`src/rtl/region_access_arb.sv`:
```
// Region access arbiter: two requesters (LSU, IFU) share one memory port.
// A round-robin grant registers the winner's request, the region decoder
// result picks a one-hot slave select, and the access completes on slave
// ready, slave error, decode fault or timeout with a one-cycle Done pulse.
module region_access_arb #(
   parameter int PA_BITS = 32,
   parameter int NREG    = 13,
   parameter int TIMEOUT = 16
) (
   input  logic               clk,
   input  logic               reset,
   input  logic [1:0]         Req,
   input  logic [PA_BITS-1:0] Adr0,
   input  logic [PA_BITS-1:0] Adr1,
   input  logic [1:0]         Size0,
   input  logic [1:0]         Size1,
   input  logic               Write0,
   input  logic [NREG-1:0]    SelRegions,
   input  logic               SlvReady,
   input  logic               SlvErr,
   output logic [PA_BITS-1:0] MemAdr,
   output logic [1:0]         MemSize,
   output logic               MemWrite,
   output logic [NREG-2:0]    HSel,
   output logic [1:0]         Gnt,
   output logic [1:0]         Done,
   output logic [1:0]         Fault,
   output logic               Busy
);

   typedef enum logic [1:0] {IDLE, DECODE, ACCESS, RESP} state_t;

   localparam logic [7:0] TO_LOAD = 8'(TIMEOUT - 1);

   state_t     state, state_nxt;
   logic       last_gnt;
   logic       win;
   logic       fault_flag;
   logic [7:0] cnt;
   logic       sel_ok;

   // True when exactly one bit of the region vector is set.
   function automatic logic is_onehot(input logic [NREG-2:0] v);
      int n;
      n = 0;
      for (int i = 0; i < NREG - 1; i++) begin
         n += int'(v[i]);
      end
      return (n == 1);
   endfunction

   // A decode is usable only if it hits a real region, and exactly one.
   assign sel_ok = ~SelRegions[0] && is_onehot(SelRegions[NREG-1:1]);

   // Round-robin winner: on contention the requester not granted last time.
   always_comb begin
      win = Req[1];
      if (Req == 2'b11) begin
         win = ~last_gnt;
      end
   end

   // State register.
   always_ff @(posedge clk) begin
      if (reset) begin
         state <= IDLE;
      end else begin
         state <= state_nxt;
      end
   end

   // Next-state logic.
   always_comb begin
      state_nxt = state;
      case (state)
         IDLE:    if (|Req) state_nxt = DECODE;
         DECODE:  state_nxt = sel_ok ? ACCESS : RESP;
         ACCESS:  if (SlvReady || (cnt == 8'd0)) state_nxt = RESP;
         RESP:    state_nxt = IDLE;
         default: state_nxt = IDLE;
      endcase
   end

   // Transaction registers: grant capture, slave select, timeout and fault.
   always_ff @(posedge clk) begin
      if (reset) begin
         Gnt        <= 2'b00;
         last_gnt   <= 1'b1;
         MemAdr     <= '0;
         MemSize    <= 2'b00;
         MemWrite   <= 1'b0;
         HSel       <= '0;
         cnt        <= 8'd0;
         fault_flag <= 1'b0;
      end else begin
         case (state)
            IDLE: begin
               if (|Req) begin
                  Gnt        <= win ? 2'b10 : 2'b01;
                  last_gnt   <= win;
                  MemAdr     <= win ? Adr1 : Adr0;
                  MemSize    <= win ? Size1 : Size0;
                  MemWrite   <= win ? 1'b0 : Write0;
                  fault_flag <= 1'b0;
               end
            end
            DECODE: begin
               if (sel_ok) begin
                  HSel <= SelRegions[NREG-1:1];
                  cnt  <= TO_LOAD;
               end else begin
                  fault_flag <= 1'b1;
               end
            end
            ACCESS: begin
               if (SlvReady) begin
                  fault_flag <= SlvErr;
                  HSel       <= '0;
               end else if (cnt == 8'd0) begin
                  fault_flag <= 1'b1;
                  HSel       <= '0;
               end else begin
                  cnt <= cnt - 8'd1;
               end
            end
            RESP: begin
               Gnt <= 2'b00;
            end
            default: ;
         endcase
      end
   end

   assign Done  = (state == RESP) ? Gnt : 2'b00;
   assign Fault = ((state == RESP) && fault_flag) ? Gnt : 2'b00;
   assign Busy  = (state != IDLE);

endmodule

```
`config.mk`:
```
export PLATFORM = sky130hd
export DESIGN_NAME = region_access_arb
export DESIGN_NICKNAME = d
export VERILOG_FILES = /design/src/rtl/region_access_arb.sv
export SDC_FILE = /design/constraint.sdc
export NUM_CORES = 1
export LEC_CHECK = 0
export BUFFER_PORTS_ARGS = -buffer_cell sky130_fd_sc_hd__buf_2
export CELL_PAD_IN_SITES_DETAIL_PLACEMENT = 1
export CELL_PAD_IN_SITES_GLOBAL_PLACEMENT = 1
export CORE_AREA = 5 5 102 104
export CTS_BUF_LIST = sky130_fd_sc_hd__clkbuf_8
export DETAILED_ROUTE_END_ITERATION = 10
export DIE_AREA = 0 0 107 109
export HOLD_SLACK_MARGIN = 0.1
export MAX_ROUTING_LAYER = met4
export PLACE_DENSITY = 0.9
export SYNTH_ARGS = -nofsm -noshare
export SYNTH_HDL_FRONTEND = slang
export SYNTH_SLANG_ARGS = --single-unit
```
`constraint.sdc`:
```
create_clock -name clk -period 5.5 [get_ports clk]
set_input_delay 0 -clock clk [delete_from_list [all_inputs] [get_ports clk]]
set_output_delay 0 -clock clk [all_outputs]
set_load 0.02 [all_outputs]
```
==> results.toml <==
[worst_setup_path]
crit_arrival_ns = 5.14
worstReg2RegStart = "cnt[0]$_SDFFE_PP0P_"
end_kind = "flop"
crit_path_frequent_cell = "fa_1"
crit_required_ns = 5.73
crit_buf_inv = 5
critPathKind = "primary input to flop"
cp.depth = 15
rr_worst_depth = 7
cp_cell_sequence = "dlygate4sd3_1 > buf_2 > fa_1 > fa_1 > inv_1 > fa_1 > fa_1 > inv_1 > ha_1 > inv_1 > fa_1 > a211o_1 > o211ai_1 > nand3_1 > o32ai_1"
reg2reg_to = "HSel[9]$_SDFFE_PP0P_"
cp_top_family = "adder cells"
cpMaxStageDelayCell = "fa_1"
regToRegSetupSlack_ns = 3.08
crit_fanout = 12
worstSetupStartpointType = "primary input"
crit_path_max_incr_delay_ns = 0.55

[logic_synthesis]
synth_ff_type = "dfxtp_1"
postSynthAreaPerCell_um2 = 8.962
synth_cell_types = 49
synth_edf_count = 0
ys_seq_area_frac = 0.3817
yosys_warnings = 0
synth-seq-cells = 61
synth_async_sr_flop_share = 0
synthCells = 357
netlist_area_mm2 = 0.003199
syn_nets = 462

[grt]
grt_use_total = 0.2336
grt_max_degree = 70
grt_use_met3 = 0.04677
gr-total-overflow = 0
grt_pass1_wl_um = 20760
grt_busiest_layer = "met2"
antenna_found_initial = 1
grt_pass1_vias = 4156
grtUsageMet1 = 0.2393
met2_usage = 0.4335

[timing]
drv_slew = 0
max-slew-margin-rel = 0.4912
max_slew.worst_pin.slew_ns = 0.7526
rsz0062_at_grt = "false"
holdWs_ns = 0.1520
finalHoldViolations = 0
setup_viol = 0
period_needed_ns = 4.913
tns_ns = 0
finalClockSkew_ns = 0.01484
finalCritPeriodShare = 0.8932
clock.fmax_mhz = 203.6

[hold_path]
worstHoldPathCells = 5
hold_path_class = "primary input to flop"
whs_endpoint = "fault_flag$_SDFFE_PP0P_"
hp-start = "SelRegions[0]"

[route]
drcViolationCount = 0
drt_iter0_markers = 145
post_drt_via_cell_ratio = 5.270
drt-wirelength-per-cell_um = 19.23
drt-total-wl_um = 13310
ant_nets = 0
via_count = 3647
firstDrtPassIters = 4

[power_and_ir_drop]
vdd_drop_max_mv = 0.3030
p_leak_nw = 2.315
p_per_area_mw_per_mm2 = 498.3

[placed_design]
routabilityCongestion = 0.8702
dp_hpwl_um = 7850
numPortBuffers = 141

[cells_and_area]
drive_gt1_frac = 0.2899
nNetsFinal = 677
fillCellCount = 1125
syn_to_final_growth_pct = 58.86

[floorplan]
die-height_um = 109
io_pins = 142
dieArea_mm2 = 0.01166
core_mm2 = 0.009459
dieWidth_um = 107
initial_core_util = 0.3382
placementRows = 36

[clocking]
cts.sinks = 61
cts_resized = 0
path_clk_slew_ns = 0.06
cts_tree = "yes"
cts-hold-fix-buffers = 83
cts_buffer_depth = 2
htreeDepth = 3
cts_root_buffer = "clkbuf_8"
clk_latency_ns = 0.34
cts_setup_buffers = 0
numCtsBuffers = 9

[status]
run_status = "completed"

[flow_run]
cap_viol_max_count = 0
[worst register-to-register path: cells and delay by family (launching register included)]
family	cells	cell delay, ns
buf+inv	2	0.37
fa+ha+maj	1	0.20
flops	1	0.33
simple gates	2	0.87
compound gates	2	0.51
[layer usage]
metal	vias to the layer above	wire length (µm)
li1	1723	-
met5	-	0
met1	1775	4976
met3	34	584
met2	115	7317
met4	0	428
[logic make-up after synthesis]
kind of cell,after synthesis,share of synthesized area
adders and majority gates,17,0.08291
muxes,35,0.1095
DFF,61,0.3817
AOI/OAI and AO/OA,93,0.2120
buffers and inverters,58,0.07000
and+or+nand+nor,93,0.1439
[layout make-up]
class,instances,area [µm²],share of cell area
clock inverters,4,95.09,0.01871
multi-input cells,238,1773,0.3488
clock buffers,11,151.4,0.02979
flip-flops and latches,61,1221,0.2403
diodes,2,5.005,0.0009847
repair buffers,228,1567,0.3082
inverters,34,127.6,0.02511
well taps,114,142.6,0.02807
[sequential cells by signal, summed over array words and instances, names as in the netlist]
| name | flops |
|---|---|
| cnt | 8 |
| fault_flag | 1 |
| MemAdr | 32 |
| state | 2 |
| HSel | 12 |
| Gnt | 2 |
| MemWrite | 1 |
| MemSize | 2 |
| last_gnt | 1 |
[cells in the final DEF (no fill, tap or decap), types with 4 or more instances in the layout]
cell | Yosys | layout
nand2_1 | 17 | 17
o211ai_1 | 5 | 5
inv_1 | 33 | 33
mux2i_1 | 35 | 35
fa_1 | 7 | 7
a21oi_1 | 11 | 11
dfxtp_1 | 61 | 61
o32ai_1 | 13 | 13
o21ai_0 | 8 | 8
a211oi_1 | 40 | 40
nor2_1 | 38 | 37
buf_4 | 0 | 4
clkbuf_8 | 0 | 11
ha_1 | 10 | 10
buf_2 | 4 | 141
nand3_1 | 4 | 4
dlygate4sd3_1 | 0 | 83
nor3_1 | 5 | 5
[how the worst max path moves through the flow]
stage / start / to / slack, ns
after global routing: SelRegions[1] / HSel[4]$_SDFFE_PP0P_ / 0.36
after floorplan: SelRegions[1] / cnt[7]$_SDFFE_PP0P_ / 1.59
after detailed placement: SelRegions[1] / HSel[6]$_SDFFE_PP0P_ / 0.91
final: SelRegions[1] / HSel[11]$_SDFFE_PP0P_ / 0.59
after CTS: SelRegions[1] / HSel[11]$_SDFFE_PP0P_ / 0.70
after global placement: SelRegions[1] / HSel[11]$_SDFFE_PP0P_ / 1.17
[report_power, final]
group / internal, mW / switching, mW / total [mW]
Sequential: 0.609 / 0.105 / 0.713
Clock: 0.323 / 0.181 / 0.503
Combinational: 0.488 / 0.828 / 1.32
Total: 1.42 / 1.11 / 2.53
[Yosys cell counts (4+ instances only)]
cell      instances  area [µm²]
a211oi_1         40       300.3
a21oi_1          11       55.05
buf_2             4       20.02
clkbuf_1         16       60.06
dfxtp_1          61        1221
fa_1              7       140.1
ha_1             10       125.1
inv_1            33       123.9
mux2i_1          35       350.3
nand2_1          17       63.81
nand3_1           4       20.02
nor2_1           38       142.6
nor3_1            5       25.02
o211ai_1          5       37.54
o21ai_0           8       40.04
o32ai_1          13       113.9
[stage by stage]
| step | util | total power, mW | cell area (µm²) | std cells | worst slack [ns] |
|---|---|---|---|---|---|
| 2_1_floorplan | - | 1.527 | 3199 | 357 | 1.592 |
| 3_3_place_gp | 0.4229 | 1.848 | 4000 | 592 | 1.174 |
| 3_5_place_dp | 0.4229 | 1.920 | 4000 | 592 | 0.9067 |
| 4_1_cts | 0.5368 | 2.497 | 5077 | 690 | 0.7009 |
| 5_1_grt | 0.5370 | 2.692 | 5080 | 691 | 0.3609 |
| 6_report | 0.5373 | 2.533 | 5082 | 692 | 0.5875 |
Power figures use the tool's default switching activity.
